$ cat config.mk
export PLATFORM = sky130hd
export DESIGN_NAME = ifu_flat
export DESIGN_NICKNAME = d
export VERILOG_FILES = /design/src/rtl/ifu_if.sv /design/src/rtl/ifu.sv /design/src/flat_wrapper.sv
export SDC_FILE = /design/constraint.sdc
export NUM_CORES = 1
export LEC_CHECK = 0
export CAP_MARGIN = 20
export CORE_MARGIN = 3
export CORE_UTILIZATION = 30
export CTS_BUF_LIST = sky130_fd_sc_hd__clkbuf_4
export CTS_CLUSTER_SIZE = 8
export DETAILED_ROUTE_END_ITERATION = 7
export DONT_BUFFER_PORTS = 1
export HOLD_SLACK_MARGIN = 0.06
export PLACE_DENSITY = 0.45
export SYNTH_ARGS = -nofsm -noshare
export SYNTH_HDL_FRONTEND = slang
export SYNTH_SLANG_ARGS = --single-unit
$ cat constraint.sdc
create_clock -name clk -period 1.7 [get_ports clk]
set_input_delay 0.17 -clock clk [delete_from_list [all_inputs] [get_ports clk]]
set_output_delay 0.17 -clock clk [all_outputs]
set_load 0.01 [all_outputs]
$ cat src/rtl/ifu_if.sv
// rtl/ifu_if.sv - fetch unit bundle: memory request/response, decode handshake, redirect
interface ifu_if #(
  parameter int ADDR_WIDTH = 32,
  parameter int DATA_WIDTH = 32
);
  logic                  mem_req_valid;
  logic                  mem_req_ready;
  logic [ADDR_WIDTH-1:0] mem_req_addr;
  logic                  mem_resp_valid;
  logic [DATA_WIDTH-1:0] mem_resp_data;
  logic                  out_valid;
  logic                  out_ready;
  logic [ADDR_WIDTH-1:0] out_pc;
  logic [DATA_WIDTH-1:0] out_inst;
  logic                  redirect_valid;
  logic [ADDR_WIDTH-1:0] redirect_pc;
  logic [31:0]           fetch_count;

  // fetch unit side
  modport master (
    output mem_req_valid, mem_req_addr, out_valid, out_pc, out_inst, fetch_count,
    input  mem_req_ready, mem_resp_valid, mem_resp_data, out_ready,
           redirect_valid, redirect_pc
  );

  // memory / decode / execute side
  modport slave (
    input  mem_req_valid, mem_req_addr, out_valid, out_pc, out_inst, fetch_count,
    output mem_req_ready, mem_resp_valid, mem_resp_data, out_ready,
           redirect_valid, redirect_pc
  );
endinterface

$ cat src/rtl/ifu.sv
// rtl/ifu.sv - instruction fetch unit: one outstanding fetch, redirect with in-flight discard
module ifu #(
  parameter int                    ADDR_WIDTH = 32,
  parameter int                    DATA_WIDTH = 32,
  parameter logic [ADDR_WIDTH-1:0] RESET_PC   = 32'h8000_0000
) (
  input logic   clk,
  input logic   rst,
  ifu_if.master bus
);

  typedef enum logic [1:0] {
    IDLE = 2'd0,
    REQ  = 2'd1,
    WAIT = 2'd2,
    HOLD = 2'd3
  } state_t;

  state_t                state_q, state_d;
  logic [ADDR_WIDTH-1:0] pc_q, pc_d;
  logic [ADDR_WIDTH-1:0] req_pc_q, req_pc_d;
  logic                  drop_q, drop_d;
  logic [ADDR_WIDTH-1:0] out_pc_q, out_pc_d;
  logic [DATA_WIDTH-1:0] out_inst_q, out_inst_d;
  logic [31:0]           fetch_count_q, fetch_count_d;

  logic [ADDR_WIDTH-1:0] target;
  logic                  req_hs;
  logic                  out_hs;

  assign target = {bus.redirect_pc[ADDR_WIDTH-1:2], 2'b00};
  assign req_hs = (state_q == REQ) && bus.mem_req_ready;
  assign out_hs = (state_q == HOLD) && bus.out_ready;

  assign bus.mem_req_valid = (state_q == REQ);
  assign bus.mem_req_addr  = pc_q;
  assign bus.out_valid     = (state_q == HOLD);
  assign bus.out_pc        = out_pc_q;
  assign bus.out_inst      = out_inst_q;
  assign bus.fetch_count   = fetch_count_q;

  // Next-state logic; a redirect outranks every other event in its cycle
  always_comb begin
    state_d       = state_q;
    pc_d          = pc_q;
    req_pc_d      = req_pc_q;
    drop_d        = drop_q;
    out_pc_d      = out_pc_q;
    out_inst_d    = out_inst_q;
    fetch_count_d = fetch_count_q;
    case (state_q)
      IDLE: begin
        state_d = REQ;
        if (bus.redirect_valid) pc_d = target;
      end
      REQ: begin
        if (req_hs) begin
          state_d  = WAIT;
          req_pc_d = pc_q;
          drop_d   = bus.redirect_valid;
        end
        if (bus.redirect_valid) pc_d = target;
      end
      WAIT: begin
        if (bus.redirect_valid) begin
          pc_d = target;
          if (bus.mem_resp_valid) begin
            state_d = REQ;
            drop_d  = 1'b0;
          end else begin
            drop_d  = 1'b1;
          end
        end else if (bus.mem_resp_valid) begin
          if (drop_q) begin
            // response belongs to a fetch made stale by an earlier redirect
            state_d = REQ;
            drop_d  = 1'b0;
          end else begin
            state_d    = HOLD;
            out_pc_d   = req_pc_q;
            out_inst_d = bus.mem_resp_data;
          end
        end
      end
      HOLD: begin
        if (bus.redirect_valid) begin
          state_d = REQ;
          pc_d    = target;
        end else if (out_hs) begin
          state_d       = REQ;
          pc_d          = pc_q + ADDR_WIDTH'(4);
          fetch_count_d = fetch_count_q + 32'd1;
        end
      end
      default: state_d = IDLE;
    endcase
  end

  // State register with synchronous reset; reset abandons any outstanding fetch
  always_ff @(posedge clk) begin
    if (rst) begin
      state_q       <= IDLE;
      pc_q          <= RESET_PC;
      req_pc_q      <= '0;
      drop_q        <= 1'b0;
      out_pc_q      <= '0;
      out_inst_q    <= '0;
      fetch_count_q <= '0;
    end else begin
      state_q       <= state_d;
      pc_q          <= pc_d;
      req_pc_q      <= req_pc_d;
      drop_q        <= drop_d;
      out_pc_q      <= out_pc_d;
      out_inst_q    <= out_inst_d;
      fetch_count_q <= fetch_count_d;
    end
  end

endmodule

$ cat src/flat_wrapper.sv
// flat-port wrapper written by rule: the top's interface ports become plain ports
module ifu_flat 
#(
  parameter int                    ADDR_WIDTH = 32,
  parameter int                    DATA_WIDTH = 32,
  parameter logic [ADDR_WIDTH-1:0] RESET_PC   = 32'h8000_0000
)
  (clk, rst, bus_mem_req_valid, bus_mem_req_addr, bus_out_valid, bus_out_pc, bus_out_inst, bus_fetch_count, bus_mem_req_ready, bus_mem_resp_valid, bus_mem_resp_data, bus_out_ready, bus_redirect_valid, bus_redirect_pc);
  ifu_if #(.ADDR_WIDTH(ADDR_WIDTH), .DATA_WIDTH(DATA_WIDTH)) bus_i ();
  input logic clk;
  input logic rst;
  output wire logic [$bits(bus_i.mem_req_valid)-1:0] bus_mem_req_valid;
  output wire logic [$bits(bus_i.mem_req_addr)-1:0] bus_mem_req_addr;
  output wire logic [$bits(bus_i.out_valid)-1:0] bus_out_valid;
  output wire logic [$bits(bus_i.out_pc)-1:0] bus_out_pc;
  output wire logic [$bits(bus_i.out_inst)-1:0] bus_out_inst;
  output wire logic [$bits(bus_i.fetch_count)-1:0] bus_fetch_count;
  input wire logic [$bits(bus_i.mem_req_ready)-1:0] bus_mem_req_ready;
  input wire logic [$bits(bus_i.mem_resp_valid)-1:0] bus_mem_resp_valid;
  input wire logic [$bits(bus_i.mem_resp_data)-1:0] bus_mem_resp_data;
  input wire logic [$bits(bus_i.out_ready)-1:0] bus_out_ready;
  input wire logic [$bits(bus_i.redirect_valid)-1:0] bus_redirect_valid;
  input wire logic [$bits(bus_i.redirect_pc)-1:0] bus_redirect_pc;
  assign bus_mem_req_valid = bus_i.mem_req_valid;
  assign bus_mem_req_addr = bus_i.mem_req_addr;
  assign bus_out_valid = bus_i.out_valid;
  assign bus_out_pc = bus_i.out_pc;
  assign bus_out_inst = bus_i.out_inst;
  assign bus_fetch_count = bus_i.fetch_count;
  assign bus_i.mem_req_ready = bus_mem_req_ready;
  assign bus_i.mem_resp_valid = bus_mem_resp_valid;
  assign bus_i.mem_resp_data = bus_mem_resp_data;
  assign bus_i.out_ready = bus_out_ready;
  assign bus_i.redirect_valid = bus_redirect_valid;
  assign bus_i.redirect_pc = bus_redirect_pc;
  ifu #(.ADDR_WIDTH(ADDR_WIDTH), .DATA_WIDTH(DATA_WIDTH), .RESET_PC(RESET_PC)) u_core (.clk(clk), .rst(rst), .bus(bus_i));
endmodule
Yosys cells after proc, flatten, opt, wreduce, memory -nomap -nowiden
Cells that the tools add are included.
Widths: inputs -> output; s select.

storage, ports and cells
  memories kept = 0
  memory bits (writable) = 0
  output and inout bits = 130
  bits of input ports = 70
  register bits = 163
  memory bits (read-only) = 0
  bits in latches = 0
  logic and storage cells = 47

cells by class
  eq/ne operators = 8
  magnitude comparators = 0
  reduce and logical (&&, ||, !) cells = 11
  bitwise operators = 2
  muxes and demuxes = 17
  div/mod/pow operators = 0
  add/sub/neg operators = 2
  shift-type cells = 0
  $mul = 0

operator list
  kind                   number
  $mux 32                3
  $pmux 32 s2            1
  $add 32x1->32 const B  1
  $add 32x3->32 const B  1
  $mux 2                 7
  $reduce_and 3->1       3
  $pmux 2 s4             1
  $eq 2x2->1 const B     2
  $mux 1                 4
  $ne 2x1->1 const B     2
  $reduce_and 2->1       2
  $reduce_and 4->1       1
  $ne 3x1->1 const B     1
  $ne 3x3->1 const B     1
  $reduce_or 3->1        1
  $eq 2x1->1 const B     1
  $logic_and 1x1->1      2
  $logic_not 2->1        1
  $ne 2x2->1 const B     1
  $not 1->1              2
  $pmux 1 s2             1
  $reduce_bool 2->1      1

Longest topological paths before layout
  word-level depth = 5
  gate-level depth with buffers = 8
  gate-level depth less buffers = 7

Worst setup path before layout
OpenSTA, ideal clock, no wires.

  path kind = register to register
  from = register u_core.pc_q[2], in the netlist u_core.bus.mem_req_addr[2]
  to = register u_core.pc_q[24], in the netlist u_core.bus.mem_req_addr[24]
  clock period less this slack = 1,931 ps
  data arrival time = 1,814 ps
  setup time = 117 ps
  path buffers = 0
  path slack = -231 ps
  required time = 1,583 ps
  stages on the path, launching flop included = 7
  path through = dfxtp_1 > ha_1 > nand2_1 > or3_4 > nor4_4 > o21ai_1 > a32o_1

between the ends
  longest elaborated chain between the ends = 4

RTL lines
  what                    RTL line    text
  start, declared         ifu.sv:20   logic [ADDR_WIDTH-1:0] pc_q, pc_d;
  start signal, assigned  ifu.sv:111  pc_q <= pc_d;
  $add 32x3->32           ifu.sv:91   pc_d = pc_q + ADDR_WIDTH'(4);
  $mux 32                 ifu.sv:89   end else if (out_hs) begin
  $mux 32                 ifu.sv:86   if (bus.redirect_valid) begin
  $pmux 32 s2             ifu.sv:51   case (state_q)

No other way between the ends. The select of a mux whose other input is x is not followed.
A chain may end at the register's enable or synchronous reset.

Worst setup path in the final report
  from = register u_core.pc_q[2], in the netlist u_core.bus.mem_req_addr[2]
  to = register u_core.pc_q[20], in the netlist u_core.bus.mem_req_addr[20]

The elaborated chain is that of the path after synthesis.

==> flow_metrics.tcl <==
set metrics [dict create \
    status "finished, violations left" \
    violations "hold timing, setup timing" \
    area_growth_pct 27.9 \
    finalCritPeriodShare_pct 100 \
    fin_util_pct 39.8 \
    reg2regPathDepth 7 \
    vias 6439 \
    r2r-end "u_core.bus.mem_req_addr[20]$_SDFFE_PP0P_" \
    die_area_um2 24900 \
    powerDensity_nw_per_um2 810 \
    avgRoutedWirePerCell_um 17.8 \
    combPwrFrac_pct 9.3 \
    pwr-share-seq_pct 53.6 \
    yosysWarnings 0 \
    cts_root_buf "clkbuf_4" \
    netlist_instances 880 \
    slew_viol_final 0 \
    cp_max_fo 3 \
    drt_wl_total_um 22600 \
    tns_ns -0.00288 \
    vias_per_cell 5.07 \
    min-delay-start "rst" \
    final_antenna_net_count 0 \
    numCtsBuffers 17 \
    clkSlewWorstSetupHoldPaths_ns 0.16 \
    setup_viol 1 \
    cp-start-kind "flip-flop" \
    fin_worst_skew_ns 0.0272 \
    antenna_found_initial 3 \
    cts_buffer_depth 2 \
    synth_edf_count 0 \
    hold_viol 154 \
    start_util_pct 31.1 \
    synth-seq-cells 157 \
    cpLargestDelayFamily "simple AND/OR/NAND/NOR gates" \
    endpoint_kind "flip-flop" \
    fin_crit_ns 1.70 \
    cp.required_ns 2.19 \
    crit_chain "ha_4 > nand2_2 > nor3_2 > buf_4 > nand4_1 > or4_1 > a31oi_1" \
    rsz0062_at_grt "true" \
    synthTopCellsByArea "dfxtp_1 45%, nand2_1 12%, a21oi_1 8.9%, nor2_1 3.1%, clkbuf_1 2.8%" \
    hold_class "in2reg" \
    nets 1052 \
    ir_worst_vdd_v 0.000556 \
    leakage_nw 3.35 \
    fmax_mhz 587 \
    fin_area_um2 8850 \
    holdWs_ns -0.340 \
    intPower_mw 5.15 \
    grt.total_usage_pct 17.4 \
    yosysTopAreaCell "dfxtp_1" \
    synth_top_area_share_pct 45.4 \
    drc 0 \
    min_path_cells 1 \
    port-buffer-count 0 \
    grt_max_degree 163 \
    r2r_start "u_core.bus.mem_req_addr[2]$_SDFFE_PP0P_" \
    slowest_stage "or4_1" \
    ys_types 60 \
    power.switching_mw 2.02 \
    io_pins 200 \
    die_w_um 158 \
    place_area_um2 8160 \
    drive_above_1_share_pct 23.1 \
    min_to "u_core.bus.out_inst[22]$_SDFFE_PP0P_" \
    max_stage_delay_ns 0.44 \
    dp_slack_ns -0.00637 \
    grt_pass1_vias 5919 \
    worst_slack_ns -0.00288 \
    ys.flop_type "dfxtp_1" \
    crit_type "reg2reg" \
    switching_share_pct 28.2 \
    cts_tree "built" \
    netlist_area_um2 6920 \
    overflow 0 \
    worst_ep_arrival_time_ns 2.19 \
    ff2ff_setup_slack_ns -0.003 \
    drv_cap 0 \
    htree_levels 4 \
    clock_latency_ns 0.56 \
    synth_area_per_cell_um2 7.86 \
    drt_iter0_drc 534 \
    die_h_um 158 \
    clkPwrFrac_pct 37.1 \
    hpwl_um 15500 \
    clock-sinks 157 \
    path_buf_inv 1 \
    gp_congestion 0.799 \
    ys_async_sr_fraction_pct 0 \
    core.rowCount 54 \
    grt_pass1_wl_um 34000 \
    ys_seq_area_share_pct 45.4 \
    drt-pass1-iter-count 5 \
    core_area_um2 22200 \
]
==> layout make-up <==
type                            count  area (um^2)
Timing Repair Buffer              137         1260
Sequential cell                   157         3180
Tap cell                          280          350
Multi-Input combinational cell    657         3700
Fill cell                        2344        13400
Clock inverter                     15          203
Antenna cell                        2         5.00
Inverter                            6         22.5
Clock buffer                       17          128
==> placed cells by master (no fill, tap or decap), types with 4 or more instances in the layout <==
master,Yosys,routed
buf_4,4,108
inv_1,6,5
xor2_1,19,19
nor2_1,57,57
dfxtp_2,0,22
nand4_1,26,26
nand2_1,230,227
o21ai_0,20,18
and4_1,7,6
nor3_1,15,14
o22ai_1,11,11
ha_4,0,4
conb_1,1,4
buf_12,0,12
nor4_4,3,7
and3_1,19,18
or3_1,8,8
dfxtp_1,157,132
clkbuf_4,0,17
nand3_1,20,17
mux2i_1,11,11
a31oi_1,6,6
dlygate4sd3_1,0,10
and2_1,8,7
a21oi_1,123,119
xnor2_1,5,5
a21oi_2,0,4
buf_6,0,4
inv_6,0,6
==> sequential cells by signal, indices dropped and copies added, names as in the netlist <==
name	flops
u_core.bus.fetch_count	32
u_core.state_q	2
u_core.req_pc_q	30
u_core.bus.mem_req_addr	30
u_core.bus.out_inst	32
u_core.drop_q	1
u_core.bus.out_pc	30
==> kinds of logic after synthesis <==
| kind of cell | count (synthesis) | share of synthesized area, % |
|---|---|---|
| flip-flops | 157 | 45.4 |
| adder cells (fa/ha/maj) | 6 | 1.08 |
| other | 1 | 0.0542 |
| AO/OA/AOI/OAI | 190 | 15.4 |
| XOR/XNOR | 24 | 3.04 |
| buffers and inverters | 69 | 4.09 |
| multiplexers | 12 | 1.75 |
| AND/OR/NAND/NOR | 421 | 29.1 |
==> worst reg2reg max path, cell delays in order (launching register included) <==
cell     delay [ns]
dfxtp_4        0.39
ha_4           0.13
nand2_2        0.06
nor3_2         0.16
buf_4          0.15
nand4_1        0.15
or4_1          0.44
a31oi_1        0.16
==> cells in the mapped netlist (all sizes together), types with 12 or more instances <==
cell type and instances:
nor3 16, nor2 57, dfxtp 157, nand4 29, nand3 21, clkbuf 51, buf 12, and3 19
xor2 19, nand2 230, a21oi 123, o21ai 21
==> routing by layer <==
| layer | GRT usage (%) | vias to the layer above | routed length (um) |
|---|---|---|---|
| li1 | - | 3231 | - |
| met4 | 4.09 | 2 | 171 |
| met2 | 26.7 | 166 | 10500 |
| met5 | 0 | - | 13 |
| met1 | 23.4 | 3027 | 10300 |
| met3 | 6.29 | 13 | 1710 |
==> metrics by stage <==
| stage | total power [mW] | cells |
|---|---|---|
| finish | 7.17 | 1271 |
| global route | 7.49 | 1271 |
| CTS | 7.24 | 1261 |
| detailed placement | 4.53 | 1218 |
| global placement | 4.52 | 1218 |
| floorplan | 4.29 | 883 |
==> worst max path at each step <==
stage | from | slack, ns | to | cells past startpoint
final | u_core.bus.mem_req_addr[2]$_SDFFE_PP0P_ | -0.003 | u_core.bus.mem_req_addr[20]$_SDFFE_PP0P_ | 7
after global placement | u_core.bus.mem_req_addr[3]$_SDFFE_PP0P_ | -0.005 | u_core.bus.mem_req_addr[28]$_SDFFE_PP0P_ | 6
after global routing | u_core.bus.mem_req_addr[2]$_SDFFE_PP0P_ | -0.11 | u_core.bus.mem_req_addr[18]$_SDFFE_PP0P_ | 8
after floorplan | u_core.bus.fetch_count[2]$_SDFFE_PP0P_ | -0.02 | u_core.bus.fetch_count[25]$_SDFFE_PP0P_ | 5
after CTS | u_core.state_q[1]$_SDFFE_PP0P_ | 0.003 | bus_mem_req_valid | 4
after detailed placement | u_core.bus.mem_req_addr[3]$_SDFFE_PP0P_ | -0.006 | u_core.bus.mem_req_addr[28]$_SDFFE_PP0P_ | 6
==> power by group through the flow <==
stage	clock [mW]	combinational [mW]	sequential (mW)
after floorplan	0	0.342	3.95
after global placement	0	0.607	3.92
after detailed placement	0	0.608	3.92
after CTS	2.77	0.625	3.84
after global routing	2.90	0.729	3.85
final	2.66	0.666	3.84
==> what timing repair did <==
action,in CTS,in global routing
gates resized for setup,8,38
gates cloned,0,2
hold buffers,5,5
endpoints found under the hold margin,157,157
pin swaps,6,20
buffers inserted,6,3
endpoints found under the setup margin,5,37
Power figures use the tool's default switching activity.
